===== src/rtl/execute_stage.sv =====
// Execute stage of the 5-stage pipeline: ALU, slt/beq compare, memory address generation,
// and a small flush FSM that squashes the two wrong-path instructions behind a taken beq.
module execute_stage (
  input  logic        clk,
  input  logic        rst,
  input  logic [31:0] A,
  input  logic [31:0] B,
  input  logic [31:0] DX_rtData,
  input  logic [31:0] DX_PC,
  input  logic [4:0]  RD,
  input  logic [2:0]  ALUctr,
  input  logic        DX_lwFlag,
  input  logic        DX_swFlag,
  input  logic [2:0]  DX_compareFlag,
  output logic [31:0] XM_ALUout,
  output logic [4:0]  XM_RD,
  output logic        XM_lwFlag,
  output logic        XM_swFlag,
  output logic [2:0]  XM_compareFlag,
  output logic [31:0] XM_swData,
  output logic        XM_branchTaken,
  output logic [31:0] XM_branchTarget
);

  typedef enum logic {RUN, FLUSH} state_t;

  state_t      state, state_next;
  logic [1:0]  flush_cnt, flush_cnt_next;

  logic [31:0] sum, diff;
  logic        is_eq, is_lt;

  logic [31:0] alu_next, sw_data_next, target_next;
  logic [4:0]  rd_next;
  logic        lw_next, sw_next, taken_next;
  logic [2:0]  cmp_next;

  assign sum   = A + B;
  assign diff  = A - B;
  assign is_eq = (A == DX_rtData);
  assign is_lt = ($signed(A) < $signed(B));

  // Memory markers take priority over ALUctr; anything undecodable leaves the bubble defaults.
  always_comb begin
    alu_next       = '0;
    rd_next        = '0;
    lw_next        = 1'b0;
    sw_next        = 1'b0;
    cmp_next       = '0;
    sw_data_next   = '0;
    taken_next     = 1'b0;
    target_next    = '0;
    state_next     = state;
    flush_cnt_next = flush_cnt;

    if (state == FLUSH) begin
      flush_cnt_next = flush_cnt - 2'd1;
      if (flush_cnt <= 2'd1) begin
        flush_cnt_next = '0;
        state_next     = RUN;
      end
    end else if (DX_lwFlag) begin
      alu_next = sum;
      rd_next  = RD;
      lw_next  = 1'b1;
      cmp_next = DX_compareFlag;
    end else if (DX_swFlag) begin
      alu_next     = sum;
      sw_next      = 1'b1;
      sw_data_next = DX_rtData;
      cmp_next     = DX_compareFlag;
    end else begin
      case (ALUctr)
        3'd0: begin
          alu_next = sum;
          rd_next  = RD;
          cmp_next = DX_compareFlag;
        end
        3'd1: begin
          alu_next = diff;
          rd_next  = RD;
          cmp_next = DX_compareFlag;
        end
        3'd2: begin
          if (DX_compareFlag == 3'd0) begin
            alu_next = {31'b0, is_lt};
            rd_next  = RD;
            cmp_next = DX_compareFlag;
          end else if (DX_compareFlag == 3'd1) begin
            alu_next    = {31'b0, is_eq};
            taken_next  = is_eq;
            target_next = DX_PC + {B[29:0], 2'b00};
            cmp_next    = DX_compareFlag;
            if (is_eq) begin
              state_next     = FLUSH;
              flush_cnt_next = 2'd2;
            end
          end
        end
        default: ;
      endcase
    end
  end

  always_ff @(posedge clk or posedge rst) begin
    if (rst) begin
      state           <= RUN;
      flush_cnt       <= '0;
      XM_ALUout       <= '0;
      XM_RD           <= '0;
      XM_lwFlag       <= 1'b0;
      XM_swFlag       <= 1'b0;
      XM_compareFlag  <= '0;
      XM_swData       <= '0;
      XM_branchTaken  <= 1'b0;
      XM_branchTarget <= '0;
    end else begin
      state           <= state_next;
      flush_cnt       <= flush_cnt_next;
      XM_ALUout       <= alu_next;
      XM_RD           <= rd_next;
      XM_lwFlag       <= lw_next;
      XM_swFlag       <= sw_next;
      XM_compareFlag  <= cmp_next;
      XM_swData       <= sw_data_next;
      XM_branchTaken  <= taken_next;
      XM_branchTarget <= target_next;
    end
  end

endmodule


===== config.mk =====
export PLATFORM = sky130hd
export DESIGN_NAME = execute_stage
export DESIGN_NICKNAME = d
export VERILOG_FILES = /design/src/rtl/execute_stage.sv
export SDC_FILE = /design/constraint.sdc
export NUM_CORES = 1
export LEC_CHECK = 0
export CORE_ASPECT_RATIO = 2
export CORE_MARGIN = 1.5
export CORE_UTILIZATION = 45
export CTS_BUF_LIST = sky130_fd_sc_hd__clkbuf_2 sky130_fd_sc_hd__clkbuf_4 sky130_fd_sc_hd__clkbuf_8
export CTS_CLUSTER_SIZE = 12
export DETAILED_ROUTE_END_ITERATION = 12
export PLACE_DENSITY = 0.76
export SLEW_MARGIN = 5
export SYNTH_ARGS = -nofsm -noshare
export SYNTH_HDL_FRONTEND = slang
export SYNTH_SLANG_ARGS = --single-unit

===== constraint.sdc =====
create_clock -name clk -period 4.2 [get_ports clk]
set_clock_uncertainty 0.1 [all_clocks]
set_input_delay 0.84 -clock clk [delete_from_list [all_inputs] [get_ports clk]]
set_output_delay 0.84 -clock clk [all_outputs]
set_load 0.01 [all_outputs]

==> Word level (Yosys, flattened, before mapping) <==
Cells that the tools add are included.
{ "totals": {"output_inout_bits": 107, "reg_bits": 110} }
{ "classes": {"n_mux": 53, "n_reduce_logical": 7, "eq_ne": 7, "magnitude_cmp": 2, "add_sub_neg": 4} }
{ "op_table": {"columns": ["op", "count"], "rows": [
  ["32-bit 2-to-1 mux", 12],
  ["32-bit case mux with 3 select lines", 1],
  ["32-bit adder", 2],
  ["32-bit equality test", 1],
  ["32-bit less-than comparator", 1],
  ["32-bit subtractor", 1],
  ["1-bit 2-to-1 mux", 21],
  ["5-bit 2-to-1 mux", 4],
  ["2-bit 2-to-1 mux", 8],
  ["3-bit 2-to-1 mux", 5],
  ["5-bit case mux with 2 select lines", 1],
  ["3-bit by 1-bit equality test with 1-bit output, second input constant", 2],
  ["3-bit logical NOT", 2],
  ["3-bit case mux with 2 select lines", 1],
  ["6-bit AND reduction", 1],
  ["2-bit nonzero test", 3],
  ["2-bit by 1-bit != test with 1-bit output, second input constant", 2],
  ["3-bit by 2-bit equality test with 1-bit output, second input constant", 1],
  ["2-bit by 1-bit <= comparator with 1-bit output, second input constant", 1],
  ["2-bit != test, second input constant", 1],
  ["2-bit OR reduction", 1],
  ["2-bit by 1-bit subtractor with 2-bit output, second input constant", 1]
]} }

==> Logic depth before layout (Yosys ltp) <==
Gate-level depths: netlist of run 1.
{ "logic_depth": {"depth_word": 8, "mapped_depth": 13, "ltp_nobuf": 13} }

==> Worst setup path before layout of run 1 <==
OpenSTA, ideal clock, no wires.
{ "synth_timing": {"path_kind": "input to register", "from": "input port A[0]", "to": "register XM_ALUout[28]", "stages": 13, "slack_ps": 698, "t_required_ps": 4018, "arrival_ps": 3320, "path_cell_list": "inv_1 ha_1 fa_1 nand2b_1 a21oi_1 o21ai_2 a2111oi_1 or3_4 a2111oi_4 nor3_2 o31ai_4 a211o_2 a31oi_1"} }
{ "synth_via": {"elab_chain_len": 5} }
{ "synth_rtl": {"columns": ["item", "line", "text"], "rows": [
  ["start, declared", "6", "input logic [31:0] A,"],
  ["32-bit subtractor / 32-bit adder (equally long branches)", "39, 38", null],
  ["32-bit case mux with 3 select lines", "73", "case (ALUctr)"],
  ["32-bit 2-to-1 mux", "67", "end else if (DX_swFlag) begin"],
  ["32-bit 2-to-1 mux *", "62", "end else if (DX_lwFlag) begin"],
  ["32-bit 2-to-1 mux *", "56", "if (state == FLUSH) begin"],
  ["net alu_next[28]", "33", "logic [31:0] alu_next, sw_data_next, target_next;"],
  ["end signal, assigned", "120", "XM_ALUout <= alu_next;"],
  ["end, declared", "15", "output logic [31:0] XM_ALUout,"]
]} }
Mark *: on every way through the listed nets, which the timed path passes. The rest lies on a longest branch.
A chain may end at the register's enable or synchronous reset.

==> Final worst setup path of run 1 <==
Ends and elaborated chain as after synthesis.

==> results of run 1 <==
worst paths after layout:
path                              startpoint  depth (start not counted)                   to  slack (ns)
worst min register to register  flush_cnt[1]                          2                state        0.42
worst min-delay path            flush_cnt[1]                          2                state        0.42
worst max-delay path                    A[0]                         14        XM_ALUout[28]        0.39
min in group asynchronous                rst                          2   XM_branchTarget[0]        0.73
worst max register to register         state                          5  XM_branchTarget[12]        2.39
max in group asynchronous                rst                          3             XM_RD[2]        2.47
sequential cells by signal (all words and copies together), names as in the netlist:
| name | count |
|---|---|
| XM_lwFlag | 1 |
| XM_swFlag | 1 |
| XM_compareFlag | 3 |
| flush_cnt | 2 |
| XM_swData | 32 |
| XM_branchTaken | 1 |
| state | 1 |
| XM_ALUout | 32 |
| XM_branchTarget | 32 |
| XM_RD | 5 |
metrics by stage:
step                      setup WS (ns)  hold WS [ns]
after floorplan                   0.358         0.365
after global routing              0.141         0.444
after detailed placement       -0.00994         0.384
after CTS                         0.403         0.406
final                             0.391         0.416
after global placement           0.0275         0.379
logic make-up after synthesis:
| group | count (synthesis) | share of synthesized area |
|---|---|---|
| buf+inv | 115 | 0.0518 |
| compound gates | 321 | 0.246 |
| mux | 1 | 0.00113 |
| simple gates | 341 | 0.190 |
| flops | 110 | 0.311 |
| xor+xnor | 64 | 0.0634 |
| fa+ha+maj | 95 | 0.137 |
layer usage:
layer,vias up,GRT usage
li1,4363,-
met1,4414,0.311
met2,356,0.622
met3,137,0.0403
met4,0,0.272
met5,-,0
placed cells by master (no fill, tap or decap), types with 7 or more instances in the layout:
cell | Yosys | final
a211oi_1 | 18 | 18
a21o_1 | 24 | 24
a21oi_1 | 93 | 93
a221oi_1 | 15 | 15
a31oi_1 | 11 | 11
and2_1 | 44 | 44
and3_1 | 8 | 8
buf_4 | 1 | 87
clkbuf_8 | 0 | 9
clkdlybuf4s50_1 | 0 | 249
dfrtp_1 | 110 | 110
ha_1 | 92 | 92
inv_1 | 75 | 74
nand2_1 | 48 | 48
nand2b_1 | 18 | 18
nand3_1 | 13 | 13
nand4_1 | 12 | 12
nor2_1 | 118 | 118
nor2b_1 | 18 | 18
nor3_1 | 35 | 35
nor4_1 | 15 | 15
o211ai_1 | 7 | 7
o21a_1 | 9 | 9
o21ai_0 | 41 | 41
o21ai_1 | 9 | 9
o21bai_1 | 18 | 18
o22ai_1 | 13 | 13
xnor2_1 | 20 | 20
xor2_1 | 44 | 44
area by class of cell:
class                           instances  area share
Tap cell                              259      0.0261
Clock buffer                            9     0.00998
Timing Repair Buffer                  337       0.255
Antenna cell                            1    0.000202
Inverter                               75      0.0229
Multi-Input combinational cell        822       0.455
Sequential cell                       110       0.222
Clock inverter                          7     0.00918
power breakdown:
part | switching (mW) | internal (mW)
Sequential | 0.0235 | 1.13
Clock | 0.419 | 0.351
Combinational | 0.736 | 0.663
Total | 1.18 | 2.14
worst max-delay path: stages:
cell,delay (ns)
clkdlybuf4s50_1,0.52
inv_1,0.06
ha_1,0.22
fa_1,0.38
nand2b_1,0.17
a21oi_1,0.22
o21ai_2,0.12
a2111oi_1,0.42
or3_4,0.22
a2111oi_4,0.07
nor3_2,0.23
o31ai_4,0.08
a211o_2,0.34
a31oi_1,0.15
==> results.toml, run 1 <==
[grt]
grt_max_degree = 69
grt_pass1_wl_um = 51300
antenna_found_initial = 1
track_usage = 0.335
grt_pass1_vias = 9453
overflow = 0

[clocking]
cts.sinks = 110
htree_levels = 3
path_clk_slew_ns = 0.11
cts_buffer_depth = 2
cts_buffers = 9
post_cts_buffers = 0
cts_tree = "yes"
clock_latency_ns = 0.40
cts_resized = 0
holdBufCountCts = 0
cts-root-buf = "clkbuf_8"

[finish]
fillers = 1753
fin_nets = 1593
final_core_util = 0.643
regArea_um2 = 2750
area_delta_synth_final_pct = 40.3
finalInstanceArea_um2 = 12400
drive_gt1_frac = 0.0904
multi_input_area_um2 = 5640
final_cells = 1620

[floorplan]
initial_core_util = 0.459
pin_count = 250
die_area_um2 = 20500
num_rows = 72
die_w_um = 102
coreArea_um2 = 19300
die_h_um = 201

[sta]
post-route-min-period_ns = 3.81
slew_viol_final = 0
hold_viol_final = 0
tightest_slew_ns = 0.825
setup_viol = 0
relSlewSlack = 0.447
final.period_utilization = 0.907
fin_setup_tns_ns = 0
rsz0062_at_grt = "false"
fmax_ghz = 0.263

[route]
totalWireLength_um = 33900
top_layer_used = "met4"
drt.antenna.violating_nets = 0
vias_per_cell = 5.72
routedWlPerCell_um = 21.0
num_vias = 9270
drt_first_pass_iters = 6
drcViolationCount = 0
drtIter0Drc = 398
wl_met2_um = 18600
m1WireLength_um = 10800
routed-wl-met3_um = 1370

[critical_path]
crit_type = "in2reg"
endpoint_kind = "flop"
critPathLaunchType = "input pin"
crit_arrival_ns = 4.05
cp_data_required_time_ns = 4.44
crit_fanout = 3

[synth]
synth_nets = 1285
synth_cell_types = 69
postSynthAreaPerCell_um2 = 8.44
synth_most_common_cell = "nor2_1"
ys_ff_latch = 110
yosys-top-cells-count = "nor2_1 (118), dfrtp_1 (110), a21oi_1 (93), ha_1 (92), inv_1 (75)"
synth-main-ff-cell = "dfrtp_1"
yosys.area.top_type = "dfrtp_1"
synth_top_area_share = 0.311
synth_area_leaders = "dfrtp_1 (31%), ha_1 (13%), a21oi_1 (5.3%)"
syn_area_um2 = 8840
synth_edf_count = 0
syn_inst = 1047
yosysWarnings = 0
async_flop_share = 1.00
ys_seq_area_frac = 0.311

[place]
port_buffers = 249
routabilityCongestion = 0.990
postPlaceCellArea_um2 = 12200
dpl.hpwl_um = 28200
dpl.cell_count = 1603

[power_and_ir_drop]
p_per_area_nw_per_um2 = 268
leakage_nw = 5.63
power.total_mw = 3.32
peakVddDrop_v = 0.000181

[worst_hold_path]
hp-class = "reg2reg"

[run]
max_cap_violations = 0

[run_status]
status = "finished clean"
(Power assumes the default switching activity.)
==> run 2, diff against run 1 <==
Settings changed: PLACE_DENSITY 0.76 to 0.79.
Clock period 4.2 ns to 3.23 ns, I/O delays scaled along.
==> run 2 against run 1 <==
Register-to-register slack worse by 1.2 ns. Critical endpoint is now XM_ALUout[19]. Critical path depth down 2. Die area unchanged. Clock power up 8.4%. Wire length up 12%. Clock-buffer cell count up 2. Critical path type unchanged. Power up 36%. Core utilization up 9.0 points. Via count up 11%. Final area up 14%. Global-route usage up 3.5 points.
==> results.toml, run 2 (synthesized netlist as in run 1, its figures left out) <==
[floorplan]
die_w_um = 102
coreArea_um2 = 19300
initial_core_util = 0.459
die_area_um2 = 20500
die_h_um = 201
num_rows = 72
pin_count = 250

[sta]
relSlewSlack = 0.524
final.period_utilization = 0.983
whs_ns = 0.454
tightest_slew_ns = 0.712
post-route-min-period_ns = 3.18
slew_viol_final = 0
fmax_ghz = 0.315
hold_viol_final = 0
setup_viol = 0
setup_ws_ns = 0.0546

[route]
drt.antenna.violating_nets = 0
routedWlPerCell_um = 21.2
num_vias = 10300
vias_per_cell = 5.71
drtIter0Drc = 513
totalWireLength_um = 38000
drcViolationCount = 0
drt_first_pass_iters = 5

[critical_path]
endpoint = "XM_ALUout[19]"
critPathLaunch = "A[14]"
rr_worst_depth = 4
critPathTopFamily = "buffers and inverters"
endpoint_kind = "flop"
cpPeakStageDelay_ns = 0.55
cp.depth = 12
r2r-end = "XM_ALUout[23]"
path_common_cell = "buf_4"
cpMaxStageDelayCell = "clkdlybuf4s50_1"
crit_arrival_ns = 3.44
critPathLaunchType = "input pin"
path_cells = "clkdlybuf4s50_1 > ha_2 > a21o_1 > a31oi_1 > nor3b_1 > nand3_1 > and2_1 > a311oi_2 > buf_4 > a221oi_1 > nor3_1 > buf_4"
crit_fanout = 3
cp_data_required_time_ns = 3.50
crit_type = "in2reg"
ff2ff_setup_slack_ns = 1.20
worst-path-buf-inv = 3
rr_startpoint = "state"

[finish]
largestRegisters = "XM_ALUout (32), XM_branchTarget (32), XM_swData (32)"
fin_nets = 1764
final_core_util = 0.733
fillers = 1553
area_delta_synth_final_pct = 59.9
final_common_cell = "buf_4"
finalInstanceArea_um2 = 14100
final_cell_mix = "buf_4 (258), clkdlybuf4s50_1 (214), nor2_1 (116)"
drive_gt1_frac = 0.247

[clocking]
cts_tree = "yes"
clock_latency_ns = 0.42
cts_buffers = 9
path_clk_slew_ns = 0.11
htree_levels = 3
cts.sinks = 110
cts_buffer_depth = 2
cts-root-buf = "clkbuf_8"

[power_and_ir_drop]
seq_power_share = 0.331
power.internal_mw = 2.87
switching_share = 0.366
peakVddDrop_v = 0.000196
switchingPower_mw = 1.66
p_clk_frac = 0.184
leakage_nw = 6.65
combPwrFrac = 0.485
p_per_area_nw_per_um2 = 321

[place]
postPlaceCellArea_um2 = 13400
routabilityCongestion = 0.971
post-place-ws_ns = -0.819
dpl.hpwl_um = 30500
port_buffers = 249

[grt]
use_met3 = 0.0552
gr-usage-met1 = 0.332
grt_pass1_wl_um = 56600
grt_pass1_vias = 10600
use_met2 = 0.667
antenna_found_initial = 5
top_usage_layer = "met2"
grt_max_degree = 111
overflow = 0
track_usage = 0.370

[worst_hold_path]
hp-class = "reg2reg"

[run]
max_cap_violations = 0

[run_status]
status = "finished clean"
[run 2: final cells by class]
cell class,count,area [µm²],area share
repair buffers,508,4440,0.314
clock inverters,5,42.5,0.00301
inverters,75,285,0.0202
well taps,259,324,0.0229
clock buffers,11,139,0.00983
multi-input cells,822,6140,0.434
diodes,5,12.5,0.000885
flip-flops and latches,110,2750,0.195
[run 2: worst register-to-register path: cells and delay by family (launching register included)]
family | cells | cell delay [ns]
DFF | 1 | 0.52
and+or+nand+nor | 1 | 0.59
AOI/OAI and AO/OA | 2 | 0.44
buffers and inverters | 1 | 0.29
[run 2: stage by stage]
stage	TNS [ns]	total power, mW	cells
3_3_place_gp	-17.87	3.53	1762
6_report	0	4.53	1795
4_1_cts	0	4.44	1782
2_1_floorplan	0	2.47	1047
5_1_grt	-0.146	4.75	1795
3_5_place_dp	-20.20	3.56	1762
[run 2: power by group through the flow]
stage	Combinational (mW)	Sequential (mW)	Clock, mW
after global routing	2.35	1.51	0.892
after global placement	2.00	1.53	0
after detailed placement	2.03	1.53	0
after CTS	2.09	1.50	0.846
final	2.20	1.50	0.835
after floorplan	0.893	1.57	0
[run 2: per-layer routing]
metal	wire length [µm]	vias to the layer above
li1	-	4706
met1	11700	4861
met2	20100	457
met3	1730	228
met4	4500	0
met5	0	-
[run 2: worst min-delay path by stage]
stage | from | to | slack (ns) | depth (start not counted)
floorplan | flush_cnt[1] | state | 0.37 | 2
global placement | flush_cnt[1] | state | 0.39 | 2
detailed placement | flush_cnt[1] | state | 0.42 | 2
CTS | flush_cnt[1] | state | 0.45 | 2
global route | flush_cnt[1] | state | 0.48 | 2
finish | flush_cnt[1] | state | 0.45 | 2
[run 2: timing repair]
action,4_1_cts,5_1_grt
buffers inserted,4,8
setup endpoints to repair,22,26
resized for setup,52,90
gates cloned,0,0
hold buffers,0,0
pin swaps,21,42
hold endpoints to repair,0,0
==> run 3, diff against run 2 <==
Clock period 3.23 ns to 2.6 ns, I/O delays scaled along.
==> run 3 against run 2 <==
Cell count increased by 6.8%. Worst hold slack worse by 0.060 ns. Setup slack worse by 0.26 ns. Non-clock buffer count rose by 125. Core utilization is 10 points higher. The flow now finishes with violations (setup timing). Critical endpoint is now XM_ALUout[24]. Flip-flop and latch count unchanged. Final area up 14%. Die area is the same. Power is 41% higher. Highest routed layer unchanged. Sequential power up 25%. Largest cell class unchanged.
==> results.toml, run 3 (synthesized netlist as in run 1, its figures left out) <==
[run_status]
status = "finished, violations left"
violations = "setup timing"

[finish]
area_delta_synth_final_pct = 81.6
finalInstanceArea_um2 = 16100
regArea_um2 = 2750
final_common_cell = "buf_4"
final_core_util = 0.833
final_cell_mix = "buf_4 (366), clkdlybuf4s50_1 (188), nor2_1 (111)"
fin_nets = 1889
drive_gt1_frac = 0.388
largestRegisters = "XM_ALUout (32), XM_branchTarget (32), XM_swData (32)"
multi_input_area_um2 = 6990
fillers = 1225

[floorplan]
coreArea_um2 = 19300
pin_count = 250
die_area_um2 = 20500
die_w_um = 102
initial_core_util = 0.459
die_h_um = 201
num_rows = 72

[power_and_ir_drop]
peakVddDrop_v = 0.000279
switchingPower_mw = 2.43
power.total_mw = 6.40
switching_share = 0.379
seq_power_share = 0.294
power.internal_mw = 3.97
p_per_area_nw_per_um2 = 398
leakage_nw = 7.42
combPwrFrac = 0.515
p_clk_frac = 0.191

[sta]
setup_ws_ns = -0.200
final.period_utilization = 1.08
fmax_ghz = 0.357
post-route-min-period_ns = 2.80
fin_setup_tns_ns = -1.58
hold_viol_final = 0
relSlewSlack = 0.595
setup_viol = 18
rsz0062_at_grt = "true"
tightest_slew_ns = 0.606
slew_viol_final = 0

[route]
totalWireLength_um = 46300
num_vias = 11300
drcViolationCount = 0
drtIter0Drc = 725
routedWlPerCell_um = 24.1
drt_first_pass_iters = 5
vias_per_cell = 5.92
drt.antenna.violating_nets = 0

[clocking]
htree_levels = 3
clock_latency_ns = 0.43
cts_tree = "yes"
cts_buffers = 9
cts-root-buf = "clkbuf_8"
cts.sinks = 110
cts_buffer_depth = 2
path_clk_slew_ns = 0.13
holdBufCountCts = 0

[place]
postPlaceCellArea_um2 = 14400
routabilityCongestion = 0.995
post-place-ws_ns = -1.20
port_buffers = 249
dpl.hpwl_um = 33500

[run]
max_cap_violations = 0

[worst_hold_path]
hp-class = "in2async"

[critical_path]
crit_arrival_ns = 3.03
critPathLaunchType = "input pin"
cp_data_required_time_ns = 2.83
endpoint_kind = "flop"
crit_fanout = 2
crit_type = "in2reg"

[grt]
grt_pass1_vias = 11700
grt_max_degree = 53
antenna_found_initial = 2
overflow = 0
track_usage = 0.423
grt_pass1_wl_um = 63800
==> run 3: cell count changes in the layout (fill, tap and decap cells not counted), sizes merged, moves of 3 or more <==
cell / previous run / this run
diode: 5 / 2
dlygate4sd2: 6 / 17
buf: 259 / 405
clkdlybuf4s15: 1 / 6
dlymetal6s2s: 18 / 6
clkdlybuf4s50: 214 / 188
==> run 3: area by class of cell <==
| cell class | instances | share of cell area |
|---|---|---|
| clock buffer | 9 | 0.00771 |
| clock inverter | 7 | 0.00631 |
| inverter | 75 | 0.0203 |
| antenna | 2 | 0.000312 |
| multi-input combinational | 822 | 0.435 |
| timing repair buffer | 633 | 0.338 |
| tap | 259 | 0.0202 |
| sequential | 110 | 0.171 |
==> run 3: worst paths after layout <==
| check | start | slack (ns) | to | depth (start not counted) |
|---|---|---|---|---|
| hold reg to reg | flush_cnt[1] | 0.42 | state | 2 |
| setup / recovery | B[10] | -0.20 | XM_ALUout[24] | 12 |
| max in group asynchronous | rst | 1.25 | XM_swData[15] | 3 |
| hold / removal | rst | 0.39 | XM_branchTarget[6] | 2 |
| min in group clk | flush_cnt[1] | 0.42 | state | 2 |
| setup reg to reg | state | 0.78 | XM_ALUout[23] | 6 |
==> run 3: metrics by stage <==
step,std cells,hold slack [ns]
floorplan,1047,0.365
global placement,1842,0.382
detailed placement,1842,0.398
CTS,1890,0.314
global route,1916,0.421
finish,1917,0.394
==> run 3: power groups by stage <==
stage	logic, mW	clock network [mW]	registers (mW)
4_1_cts	2.94	1.22	1.88
3_3_place_gp	2.69	0	1.91
3_5_place_dp	2.73	0	1.91
6_report	3.30	1.22	1.88
2_1_floorplan	1.20	0	1.95
5_1_grt	3.47	1.27	1.89
==> run 3: what timing repair did <==
item	CTS	global route
resized for setup	224	160
setup endpoints to repair	44	31
buffers inserted	33	31
gates cloned	0	0
pin swaps	97	121
==> run 3: worst max-delay path, stage by stage <==
cell and delay [ns]:
buf_4 0.14, inv_1 0.08, ha_4 0.16, a21o_1 0.23, a2111oi_4 0.39, a2111oi_4 0.13, or3_4 0.42, a2111oi_4 0.40
buf_4 0.18, nor2_2 0.04, a221oi_2 0.27, a21oi_1 0.07
==> run 3: metal layers <==
layer | up-vias | track usage | part of all wire
met1 | 5360 | 0.369 | 0.29
met2 | 703 | 0.744 | 0.51
li1 | 4953 | - | -
met4 | 0 | 0.428 | 0.12
met3 | 329 | 0.0924 | 0.078
met5 | - | 0 | 0
